<file path="config.mk">
export PLATFORM = sky130hd
export DESIGN_NAME = mem_port_arbiter
export DESIGN_NICKNAME = d
export VERILOG_FILES = /design/src/rtl/mem_port_arbiter.sv
export SDC_FILE = /design/constraint.sdc
export NUM_CORES = 1
export LEC_CHECK = 0
export ABC_AREA = 1
export BUFFER_PORTS_ARGS = -buffer_cell sky130_fd_sc_hd__buf_2
export CORE_AREA = 2 2 81 83
export CTS_CLUSTER_DIAMETER = 200
export DETAILED_ROUTE_END_ITERATION = 10
export DIE_AREA = 0 0 83 85
export PLACE_DENSITY = 0.69
export SYNTH_ARGS = -nofsm -noshare
export SYNTH_HDL_FRONTEND = slang
export SYNTH_SLANG_ARGS = --single-unit
</file>
<file path="constraint.sdc">
create_clock -name clk -period 2.5 [get_ports clk]
set_clock_uncertainty 0.1 [all_clocks]
set_input_delay 0.5 -clock clk [delete_from_list [all_inputs] [get_ports clk]]
set_output_delay 0.5 -clock clk [all_outputs]
set_load 0.01 [all_outputs]
</file>
<file path="src/rtl/mem_port_arbiter.sv">
// mem_port_arbiter: shares one single-port sync RAM between IF and LS.
// Fixed LS priority with IF starvation guard; ARB_ROUND_ROBIN_EN selects round-robin.
//
// Ports:
//   clk, reset                     clock, async active-high reset
//   if_req/if_addr                 IF read request and word address
//   if_gnt/if_rvalid/if_rdata      IF accept, read response (data 0 when invalid)
//   ls_req/ls_we/ls_be             LS request, write flag, byte enables
//   ls_addr/ls_wdata               LS word address and write data
//   ls_gnt/ls_rvalid/ls_rdata      LS accept, read response (data 0 when invalid)
//   ram_en/ram_we/ram_be           RAM access strobe, write, byte enables
//   ram_addr/ram_wdata/ram_rdata   RAM address, write data, read data (1-cycle latency)
module mem_port_arbiter #(
  parameter int ADDR_W   = 10,
  parameter int DATA_W   = 32,
  parameter int MAX_WAIT = 4
) (
  input  logic                clk,
  input  logic                reset,
  input  logic                if_req,
  input  logic [ADDR_W-1:0]   if_addr,
  output logic                if_gnt,
  output logic                if_rvalid,
  output logic [DATA_W-1:0]   if_rdata,
  input  logic                ls_req,
  input  logic                ls_we,
  input  logic [DATA_W/8-1:0] ls_be,
  input  logic [ADDR_W-1:0]   ls_addr,
  input  logic [DATA_W-1:0]   ls_wdata,
  output logic                ls_gnt,
  output logic                ls_rvalid,
  output logic [DATA_W-1:0]   ls_rdata,
  output logic                ram_en,
  output logic                ram_we,
  output logic [DATA_W/8-1:0] ram_be,
  output logic [ADDR_W-1:0]   ram_addr,
  output logic [DATA_W-1:0]   ram_wdata,
  input  logic [DATA_W-1:0]   ram_rdata
);

  localparam int BE_W = DATA_W / 8;

  typedef enum logic [1:0] {
    OWN_NONE,
    OWN_IF,
    OWN_LS
  } owner_t;

  owner_t resp_owner;
  logic   if_win;

`ifdef ARB_ROUND_ROBIN_EN
  typedef enum logic {
    LAST_IF,
    LAST_LS
  } last_t;

  last_t last_win;

  // On contention the requester that did not win last time goes first.
  assign if_win = if_req & (~ls_req | (last_win == LAST_LS));

  always_ff @(posedge clk or posedge reset) begin
    if (reset) begin
      last_win <= LAST_LS;
    end else if (if_gnt) begin
      last_win <= LAST_IF;
    end else if (ls_gnt) begin
      last_win <= LAST_LS;
    end
  end
`else
  localparam int CNT_W = $clog2(MAX_WAIT + 1);

  logic [CNT_W-1:0] wait_cnt;
  logic             starved;

  // Once IF has been denied MAX_WAIT cycles in a row it overrides LS.
  assign starved = (wait_cnt == CNT_W'(MAX_WAIT));
  assign if_win  = if_req & (~ls_req | starved);

  always_ff @(posedge clk or posedge reset) begin
    if (reset) begin
      wait_cnt <= '0;
    end else if (!if_req || if_gnt) begin
      wait_cnt <= '0;
    end else if (!starved) begin
      wait_cnt <= wait_cnt + CNT_W'(1);
    end
  end
`endif

  // Grants are suppressed while reset is held.
  assign if_gnt = ~reset & if_win;
  assign ls_gnt = ~reset & ls_req & ~if_win;
  assign ram_en = if_gnt | ls_gnt;

  always_comb begin
    ram_we    = 1'b0;
    ram_be    = '0;
    ram_addr  = '0;
    ram_wdata = '0;
    unique case (1'b1)
      if_gnt: begin
        ram_be   = {BE_W{1'b1}};
        ram_addr = if_addr;
      end
      ls_gnt: begin
        ram_we    = ls_we;
        ram_be    = ls_be;
        ram_addr  = ls_addr;
        ram_wdata = ls_wdata;
      end
      default: ;
    endcase
  end

  // Remembers who owns the read data the RAM returns next cycle.
  always_ff @(posedge clk or posedge reset) begin
    if (reset) begin
      resp_owner <= OWN_NONE;
    end else begin
      unique case (1'b1)
        if_gnt:          resp_owner <= OWN_IF;
        ls_gnt & ~ls_we: resp_owner <= OWN_LS;
        default:         resp_owner <= OWN_NONE;
      endcase
    end
  end

  assign if_rvalid = (resp_owner == OWN_IF);
  assign ls_rvalid = (resp_owner == OWN_LS);
  assign if_rdata  = if_rvalid ? ram_rdata : '0;
  assign ls_rdata  = ls_rvalid ? ram_rdata : '0;

endmodule

</file>
==> summary.md <==
| Metric | Value |
|---|---|
| Status | completed |
| Actual slew at the worst max-slew pin | 870.1 ps |
| Asr flop ratio synth | 100.0% |
| Mean area per synthesized cell | 5.286 µm² |
| Slew headroom | 41.93% |
| Count leader, synth | nor2_1 |
| Starting density of the core | 21.64% |
| Hold Buf Count CTS | 0 |
| CP peak stage delay | approximately 340 ps |
| # rows | 29 |
| Routability congestion estimate | ~0.81 |
| HP Class | primary input to async pin |
| CP Capture Type | primary output |
| Number of DRC markers in iteration 0 | 45 |
| DP Wirelength | 4.899 mm |
| Top cells by count, synth | nor2_1, inv_1, nor2_2, nand2_1 |
| Clock Tree Root | clkbuf_8 |
| Vias in the first global route | roughly 1,900 |
| Crit path cell chain | inv_1 -> ha_1 -> nand2_4 -> nand2_4 -> nand2_4 -> nand2_4 -> nor2_2 -> buf_2 |
| I/O pin total | 209 |
| Type of element launching the critical path | flop |
| Worst-path fanout max | 18 |
| Yosys warning total | 0 |
| Top-area cell type share of the netlist area | a little over a fifth |
| Period Utilization, post-route | 95.40% |
| First-pass GRT wire length | roughly 8.5 mm |
| IO Port Bufs | 208 |
| CTS tree | done |
| IR drop worst, VDD | 0.2755 mV |
| Reg2Reg Capture Point | resp_owner[1]$_DFF_PP0_ |
| Critical path's slowest cell | dfrtp_1 |
| Dpl cell area | 0.002350 mm² |
| Worst path depth | 8 |
| Nets | 551 |
| Max-slew violation count | 0 |
| Static leakage | between 1.5 and 2 nW |
| Buf+Inv Stages, Crit Path | 2 |
| Worst path top cell family by delay | simple AND/OR/NAND/NOR gates |
| Num CTS Buffers | 3 |
| DR vias | 2,131 |
| Worst R2R Path Depth | 7 |
| Number of enable flip-flop cells after synthesis | 0 |
| Post-synth cell types | 20 |
| Largest net degree at the start of global routing | 37 |
| Drt wl/cell | 10.75 µm |
| Die W | slightly above 80 µm |
| Power Density | 243.3 mW/mm² |
| Max-cap viol count | 0 |
| Setup bufs post-CTS | 0 |
| Mapped cell area | 0.001343 mm² |
| Detail Route Antenna Nets | 0 |
| H-Tree Depth | 1 |
| Clock buffer depth | 2 |
| Worst EP arrival | approximately 1800 ps |
| Die Span Y | 85 µm |
| Ant diodes | 0 |
| Syn_nets | 349 |
| Post-route DRC | 0 |
| Hold slack | 178.8 ps |
| Sequential fraction of the synthesis area | 9.320% |
| Worst-Skew Late Latency | between 200 and 250 ps |
| GRT Resource Usage Total | around 14% |
| Seq. cell area | about 130 µm² |
| Clock transition at path regs | 30 ps |
| CTS Sinks | 5 |
| Final setup TNS | 0 ps |
| #FFs+latches synth | 5 |
| Hold Fails Final Rpt | 0 |
| Fmax achieved | 419.3 MHz |
| Initial antenna violation count | 3 |
| Share of cells above drive strength 1 | a little under three fifths |
| # fillers | 691 |
| Reg2Reg Launch Point | wait_cnt[0]$_DFFE_PP0P_ |
| WL final | 5.720 mm |
| Area contributors post-synth | nor2_1, inv_1, nor2_2, dfrtp_1, nand2_1 |
| Area leader, netlist | nor2_1 |
| CP Launch Point | wait_cnt[0]$_DFFE_PP0P_ |
| Vias/cell | 4.006 |
| Multi-input combinational cell area | 793.3 µm² |
| Flop2flop setup slack | between 800 and 900 ps |
| Ys flop type | dfrtp_1 |
| Layout Utilization | 38.78% |
| Cell mode on critical path | nand2_4 |
| Final Cell Area | 0.002406 mm² |
| Synthesis-to-finish area growth | 79.22% |
| Post-cts resize count | 0 |
| Final Critical Period | 2385 ps |
| Non-Filler Instances | 532 |
| # setup viols final | 0 |
| GRT overflow | 0 |
| Die footprint | 0.007055 mm² |
| Synthesized instance count | between 200 and 300 |
| DR pass1 iterations | 4 |
| Crit path kind | flop to primary output |
| Dpl cells | 527 |
| Core area | 0.006205 mm² |
| RSZ-0062 raised after global routing | no |
| WP data required | 1900 ps |
| Worst setup endpoint | ram_wdata[11] |
## worst min-delay path by stage
stage	startpoint	end	slack, ps	cells after the start
2_1_floorplan	reset	resp_owner[0]$_DFF_PP0_	320	2
3_3_place_gp	reset	wait_cnt[0]$_DFFE_PP0P_	410	3
3_5_place_dp	reset	wait_cnt[0]$_DFFE_PP0P_	410	3
4_1_cts	reset	wait_cnt[0]$_DFFE_PP0P_	180	3
5_1_grt	reset	wait_cnt[2]$_DFFE_PP0P_	190	3
6_report	reset	wait_cnt[0]$_DFFE_PP0P_	180	3
## final cells by class
| class | instances | share of cell area (%) |
|---|---|---|
| inverters | 77 | 12.06 |
| repair buffers | 210 | 43.89 |
| clock buffers | 4 | 1.872 |
| well taps | 77 | 4.004 |
| multi-input cells | 159 | 32.97 |
| flip-flops and latches | 5 | 5.200 |
## cell families after synthesis
| logic type | after synthesis | share of synthesized area, % |
|---|---|---|
| AND/OR/NAND/NOR | 154 | 55.36 |
| AO/OA/AOI/OAI | 1 | 0.3724 |
| adder cells (fa/ha/maj) | 2 | 1.864 |
| flip-flops | 5 | 9.320 |
| buffers and inverters | 91 | 32.43 |
| XOR/XNOR | 1 | 0.6525 |
## layout by cell type (no fill, tap or decap), types with 2 or more instances in the layout
cell type / netlist / layout
nand2_4: 4 / 5
nor2_2: 27 / 27
nor2_1: 76 / 76
clkbuf_8: 0 / 3
nand3_1: 10 / 10
ha_1: 2 / 2
buf_4: 2 / 2
nand4_1: 10 / 10
buf_2: 5 / 208
inv_2: 2 / 2
dfrtp_1: 5 / 5
inv_1: 74 / 74
nand2_1: 24 / 24
## worst register-to-register path: stages (launching register included)
cell     delay [ps]
dfrtp_1         370
inv_1            90
ha_1            190
nand2_4          80
nand2_4         140
nand2_4         160
nand2_4         320
nor2_1           70
## layer usage
| layer | share of wire [%] | GRT usage (%) |
|---|---|---|
| met3 | 13 | 5.545 |
| met5 | 0.72 | 0 |
| met2 | 50 | 28.45 |
| met4 | 0.77 | 2.235 |
| met1 | 36 | 14.62 |
## where the power goes
| group | total [mW] | switching (mW) | internal (mW) |
|---|---|---|---|
| clock | 0.148 | 0.0385 | 0.109 |
| sequential | 0.0947 | 0.00515 | 0.0895 |
| combinational | 0.343 | 0.199 | 0.144 |
| total | 0.585 | 0.243 | 0.343 |
## through the flow
step | worst slack (ps) | power [mW]
final | 115.0 | 0.5854
after global routing | 11.99 | 0.6414
after CTS | 79.35 | 0.5915
after detailed placement | 319.4 | 0.4384
after global placement | 364.0 | 0.4351
after floorplan | 700.0 | 0.2983
## sequential cells by signal, indices dropped and copies added (netlist names)
signal      cells
resp_owner      2
wait_cnt        3
Note: power is estimated with default switching activity, not from simulation.
